## config.mk

```make
export PLATFORM = sky130hd
export DESIGN_NAME = sha3_256_padder
export DESIGN_NICKNAME = d
export VERILOG_FILES = /design/src/rtl/sha3_pkg.sv /design/src/rtl/sha3_pad_word.sv /design/src/rtl/sha3_256_padder.sv
export SDC_FILE = /design/constraint.sdc
export NUM_CORES = 2
export LEC_CHECK = 0
export CORE_AREA = 3 3 461 463
export CTS_CLUSTER_SIZE = 8
export DETAILED_ROUTE_END_ITERATION = 8
export DIE_AREA = 0 0 464 466
export REMOVE_ABC_BUFFERS = 1
export SLEW_MARGIN = 20
export SYNTH_ARGS = -nofsm -noshare
export SYNTH_HDL_FRONTEND = slang
export SYNTH_SLANG_ARGS = --single-unit
```

## constraint.sdc

```tcl
create_clock -name clk -period 45.7 [get_ports clk]
set_clock_uncertainty 0.2 [all_clocks]
set_input_delay 13.71 -clock clk [delete_from_list [all_inputs] [get_ports clk]]
set_output_delay 13.71 -clock clk [all_outputs]
set_load 0.005 [all_outputs]
```

## src/rtl/sha3_pkg.sv

```systemverilog
// Shared constants and types for the SHA3-256 padder.
// Contents: rate geometry, SHA3 domain-padding bytes and the padder FSM state type.
package sha3_pkg;

  localparam int RATE_BITS     = 1088;
  localparam int RATE_BYTES    = 136;
  localparam int WORD_W        = 64;
  localparam int WORDS_PER_BLK = RATE_BITS / WORD_W;  // 17
  localparam int IDX_W         = 16;
  localparam int CNT_W         = 5;                   // holds slot numbers 0..16

  localparam logic [7:0] PAD_DS  = 8'h06;  // SHA3 domain separator plus first pad bit
  localparam logic [7:0] PAD_END = 8'h80;  // final pad bit in the last rate byte

  typedef enum logic [1:0] {
    FILL = 2'd0,
    OUT  = 2'd1,
    XPAD = 2'd2
  } padder_state_t;

endpackage

```

## src/rtl/sha3_pad_word.sv

```systemverilog
// Combinational padding of one 64-bit message word.
// Ports:
//   word_i          message word, byte k at bits [8k+7:8k]
//   bytes_i         valid byte count (0..8, already clamped)
//   last_i          word is the last of the message
//   is_final_slot_i word sits in the last slot of the rate block
//   word_o          word with unused bytes zeroed, 0x06 written after the data
//                   and 0x80 ORed into byte 7 for the final slot
module sha3_pad_word
  import sha3_pkg::*;
(
  input  logic [WORD_W-1:0] word_i,
  input  logic [3:0]        bytes_i,
  input  logic              last_i,
  input  logic              is_final_slot_i,
  output logic [WORD_W-1:0] word_o
);

  always_comb begin
    word_o = word_i;
    if (last_i) begin
      for (int k = 0; k < 8; k++) begin
        if (4'(k) > bytes_i) begin
          word_o[8*k +: 8] = 8'h00;
        end else if (4'(k) == bytes_i) begin
          word_o[8*k +: 8] = PAD_DS;
        end
      end
    end
    if (is_final_slot_i) begin
      word_o[63:56] = word_o[63:56] | PAD_END;
    end
  end

endmodule

```

## src/rtl/sha3_256_padder.sv

```systemverilog
// SHA3-256 padder: packs 64-bit little-endian message words into 1088-bit
// rate blocks, applying SHA3 domain padding (0x06 ... 0x80).
// Ports:
//   clk, rst1               clock (rising edge), async active-high reset
//   in_data/in_valid/in_ready/in_last/in_bytes   message word stream
//   blk_data/blk_valid/blk_ready/blk_last/blk_idx rate block stream
//   dbg_state               current FSM state, for observation only
// Handshake: a transfer happens on a rising clk edge where valid & ready are
// both 1; a source holds its data stable until that edge, and valid never
// depends on ready.
module sha3_256_padder
  import sha3_pkg::*;
(
  input  logic                 clk,
  input  logic                 rst1,
  input  logic [WORD_W-1:0]    in_data,
  input  logic                 in_valid,
  output logic                 in_ready,
  input  logic                 in_last,
  input  logic [3:0]           in_bytes,
  output logic [RATE_BITS-1:0] blk_data,
  output logic                 blk_valid,
  input  logic                 blk_ready,
  output logic                 blk_last,
  output logic [IDX_W-1:0]     blk_idx,
  output padder_state_t        dbg_state
);

  // Padding-only block emitted when the message exactly filled the last block.
  localparam logic [RATE_BITS-1:0] XPAD_BLK = {PAD_END, {(RATE_BITS-16){1'b0}}, PAD_DS};
  localparam logic [CNT_W-1:0]     TOP_SLOT = CNT_W'(WORDS_PER_BLK - 1);

  padder_state_t                           state_q, state_d;
  logic [WORDS_PER_BLK-1:0][WORD_W-1:0]    buf_q, buf_d;
  logic [CNT_W-1:0]                        cnt_q, cnt_d;
  logic                                    pend_pad_q, pend_pad_d;
  logic [IDX_W-1:0]                        idx_q, idx_d;
  logic                                    last_q, last_d;

  logic [3:0]        nb;
  logic              in_fire, out_fire, at_top, full_last;
  logic [WORD_W-1:0] padded_word;

  assign nb        = (in_bytes > 4'd8) ? 4'd8 : in_bytes;
  assign in_fire   = in_valid & in_ready;
  assign out_fire  = blk_valid & blk_ready;
  assign at_top    = (cnt_q == TOP_SLOT);
  // Message ends exactly on a block boundary: padding needs a block of its own.
  assign full_last = in_last && (nb == 4'd8) && at_top;

  sha3_pad_word u_pad (
    .word_i          (in_data),
    .bytes_i         (nb),
    .last_i          (in_last),
    .is_final_slot_i (in_last && at_top && (nb != 4'd8)),
    .word_o          (padded_word)
  );

  always_ff @(posedge clk or posedge rst1) begin
    if (rst1) begin
      state_q    <= FILL;
      buf_q      <= '0;
      cnt_q      <= '0;
      pend_pad_q <= 1'b0;
      idx_q      <= '0;
      last_q     <= 1'b0;
    end else begin
      state_q    <= state_d;
      buf_q      <= buf_d;
      cnt_q      <= cnt_d;
      pend_pad_q <= pend_pad_d;
      idx_q      <= idx_d;
      last_q     <= last_d;
    end
  end

  always_comb begin
    state_d    = state_q;
    buf_d      = buf_q;
    cnt_d      = cnt_q;
    pend_pad_d = pend_pad_q;
    idx_d      = idx_q;
    last_d     = last_q;
    unique case (state_q)
      FILL: begin
        if (in_fire) begin
          buf_d[cnt_q] = padded_word;
          if (!in_last) begin
            if (at_top) begin
              state_d = OUT;
              last_d  = 1'b0;
            end else begin
              cnt_d = cnt_q + 1'b1;
            end
          end else if (full_last) begin
            pend_pad_d = 1'b1;
            state_d    = OUT;
            last_d     = 1'b0;
          end else begin
            // A full last word below the top slot pushes 0x06 into the next slot.
            if (nb == 4'd8) begin
              buf_d[cnt_q + 1'b1][7:0] = PAD_DS;
            end
            // The top slot case already got its 0x80 from the pad word.
            if (!at_top) begin
              buf_d[WORDS_PER_BLK-1][63:56] = buf_d[WORDS_PER_BLK-1][63:56] | PAD_END;
            end
            state_d = OUT;
            last_d  = 1'b1;
          end
        end
      end
      OUT: begin
        if (out_fire) begin
          buf_d = '0;
          cnt_d = '0;
          if (pend_pad_q) begin
            state_d = XPAD;
            idx_d   = idx_q + 1'b1;
            last_d  = 1'b1;
          end else if (last_q) begin
            state_d = FILL;
            idx_d   = '0;
            last_d  = 1'b0;
          end else begin
            state_d = FILL;
            idx_d   = idx_q + 1'b1;
          end
        end
      end
      XPAD: begin
        if (out_fire) begin
          pend_pad_d = 1'b0;
          idx_d      = '0;
          last_d     = 1'b0;
          state_d    = FILL;
        end
      end
      default: state_d = FILL;
    endcase
  end

  assign in_ready  = (state_q == FILL);
  assign blk_valid = (state_q == OUT) || (state_q == XPAD);
  assign blk_data  = (state_q == XPAD) ? XPAD_BLK : buf_q;
  assign blk_last  = last_q;
  assign blk_idx   = idx_q;
  assign dbg_state = state_q;

endmodule

```

==> results.cfg <==
[clock_tree]
clk_latency_ps = 810
cts_resized = 0
h-tree-depth = 4
postCtsHoldBufs = 0
cts_num_sinks = 1113
cts_setup_buffers = 0
clk_pin_slew_ps = 50
cts_buffers = 158
cts_buffer_depth = 3
tritoncts = done
cts_root_buf = clkbuf_16

[global_routing]
antenna_found_initial = 20
grt_pass1_wl_um = 334000
first_global_vias = 42205
grt_use_total_pct = 21.5
grt_max_degree = 149
grt-ovfl-total = 0

[critical_path]
worstPathRequired_ps = 31790
cp-end-kind = output port
worstSetupPathType = register to output port
cp-start-kind = register
path_max_fanout = 128
cp.arrival_ps = 8020

[timing]
rsz0062_at_grt = false
fin_crit_ps = 21930
setup_viol = 0
whs_ps = 276
period_share_pct = 48.0
tns_ps = 0
slew_violations = 0
max-slew-margin-rel_pct = 19.5
hold_violations = 0
max_freq_mhz = 45.6
tightest_slew_ps = 1210

[die]
fp.dieW_um = 464
die_y_um = 466
start_util_pct = 23.4
rows = 168
coreArea_mm2 = 0.209
ioPinCount = 1182
dieArea_mm2 = 0.216

[cells_and_area]
fillers = 21010
fin_util_pct = 32.4
multiInputGateArea_mm2 = 0.0194
drive_gt1_share_pct = 6.72
area_growth_syn_to_layout_pct = 38.9
seq_area_mm2 = 0.0279
num-nets-final = 5448
final_cell_area_mm2 = 0.0678
layout.cells.non_filler = 8205
final_cell_mix = clkdlybuf4s50_1 (1181), dfrtp_1 (1113), nor2b_1 (1088)
final_common_cell = clkdlybuf4s50_1

[synthesis]
ys_seq_area_share_pct = 57.0
ys_seq_elements = 1113
synth_edf_count = 0
ys.flop_type = dfrtp_1
async_flop_share_pct = 100
yosysUniqueCellTypes = 64
synth_area_mm2 = 0.0489
ys.warnings.count = 0
syn_avg_cell_area_um2 = 11.2
syn_inst = 4357

[placed_design]
place_area_mm2 = 0.0635
port-buffer-count = 1181
dp_hpwl_um = 164000
routabilityCongestion = 0.840
dp.cells = 8011

[pwr]
ir_drop_v = 0.0000353
power_density_mw_per_mm2 = 46.8
p_leak_nw = 29.1

[routing]
firstDrtPassIters = 7
vias = 41338
drtAntennaViolNets = 0
drc = 0
drt-initial-drc-count = 4640
drt-total-wl_um = 242000
drt-wirelength-per-cell_um = 29.5
vias_per_cell = 5.04

[hold_path]
hold_class = register to register

[run_status]
status = completed

[flow_run]
maxCapViolCount = 0
per-layer routing:
metal / up-vias / share of wire [%] / track usage, %
li1: 17255 / - / -
met1: 20931 / 40 / 26.8
met2: 2613 / 45 / 33.6
met3: 527 / 10 / 6.68
met4: 12 / 4.9 / 10.5
met5: - / 0.034 / 0
Yosys cell counts, drive strengths merged, types with 2 or more instances:
master / instances / area (um^2)
o21ai: 62 / 318
o211ai: 3 / 22.5
o2bb2ai: 784 / 6870
ha: 9 / 113
nor3b: 3 / 27.5
o22a: 2 / 17.5
dfrtp: 1113 / 27900
a31oi: 5 / 31.3
nand2b: 10 / 70.1
mux2i: 21 / 210
a21o: 4 / 30.0
xor2: 8 / 70.1
a21oi: 107 / 577
xnor2: 5 / 43.8
a22o: 124 / 1090
a221o: 34 / 340
and3: 33 / 206
nor3: 22 / 110
nand2: 289 / 1080
or3b: 4 / 35.0
or2: 6 / 37.5
or3: 2 / 17.5
nand3: 36 / 185
a211oi: 6 / 50.1
o31ai: 4 / 30.0
buf: 133 / 795
nand4: 4 / 25.0
clkbuf: 307 / 1150
o2111ai: 2 / 17.5
nor2b: 1089 / 6810
nor2: 81 / 307
nor4: 5 / 31.3
and2: 17 / 121
inv: 10 / 37.5
sequential cells by signal, indices dropped and copies added (netlist names):
name and flops:
buf_q 1088, blk_idx 16, cnt_q 5, dbg_state 2
blk_last 1, pend_pad_q 1
cell families after synthesis:
logic type | after synthesis | share of synthesized area (%)
AND/OR/NAND/NOR | 1609 | 18.7
AO/OA/AOI/OAI | 1141 | 19.3
flip-flops | 1113 | 57.0
buffers and inverters | 450 | 4.06
multiplexers | 22 | 0.453
XOR/XNOR | 13 | 0.233
adder cells (fa/ha/maj) | 9 | 0.231
per-stage QoR:
step / setup WS [ps] / total power [mW]
detailed placement: 24450 / 2.11
global placement: 24640 / 2.10
global route: 23210 / 3.29
CTS: 23570 / 3.18
finish: 23770 / 3.18
floorplan: 450 / 1.56
worst max-delay path, stage by stage, from the launching register on:
cell	delay, ps
dfrtp_1	410
inv_1	130
ha_4	680
buf_4	890
buf_4	860
buf_4	820
buf_4	880
buf_4	790
buf_6	680
nor2b_1	150
clkdlybuf4s50_1	490
cell type report:
type | instances | share of cell area (%)
Tap cell | 2805 | 5.17
Clock inverter | 17 | 0.509
Antenna cell | 12 | 0.0443
Inverter | 10 | 0.0664
Clock buffer | 165 | 5.87
Multi-Input combinational cell | 2794 | 28.6
Timing Repair Buffer | 1289 | 18.6
Sequential cell | 1113 | 41.1
power breakdown:
part           internal (mW)  total [mW]  switching [mW]
sequential              1.10        1.18          0.0825
clock                  0.617        1.07           0.455
combinational          0.344       0.925           0.581
final timing paths:
path	cells after the start	slack, ps	to	from
hold reg to reg	2	280	buf_q[237]	buf_q[237]
min in group asynchronous	2	13170	buf_q[6]	rst1
setup / recovery	10	23770	blk_data[532]	dbg_state[0]
setup reg to reg	10	41300	buf_q[65]	dbg_state[1]
max in group asynchronous	8	26300	buf_q[368]	rst1
hold / removal	2	280	buf_q[237]	buf_q[237]
(Power assumes the default switching activity.)
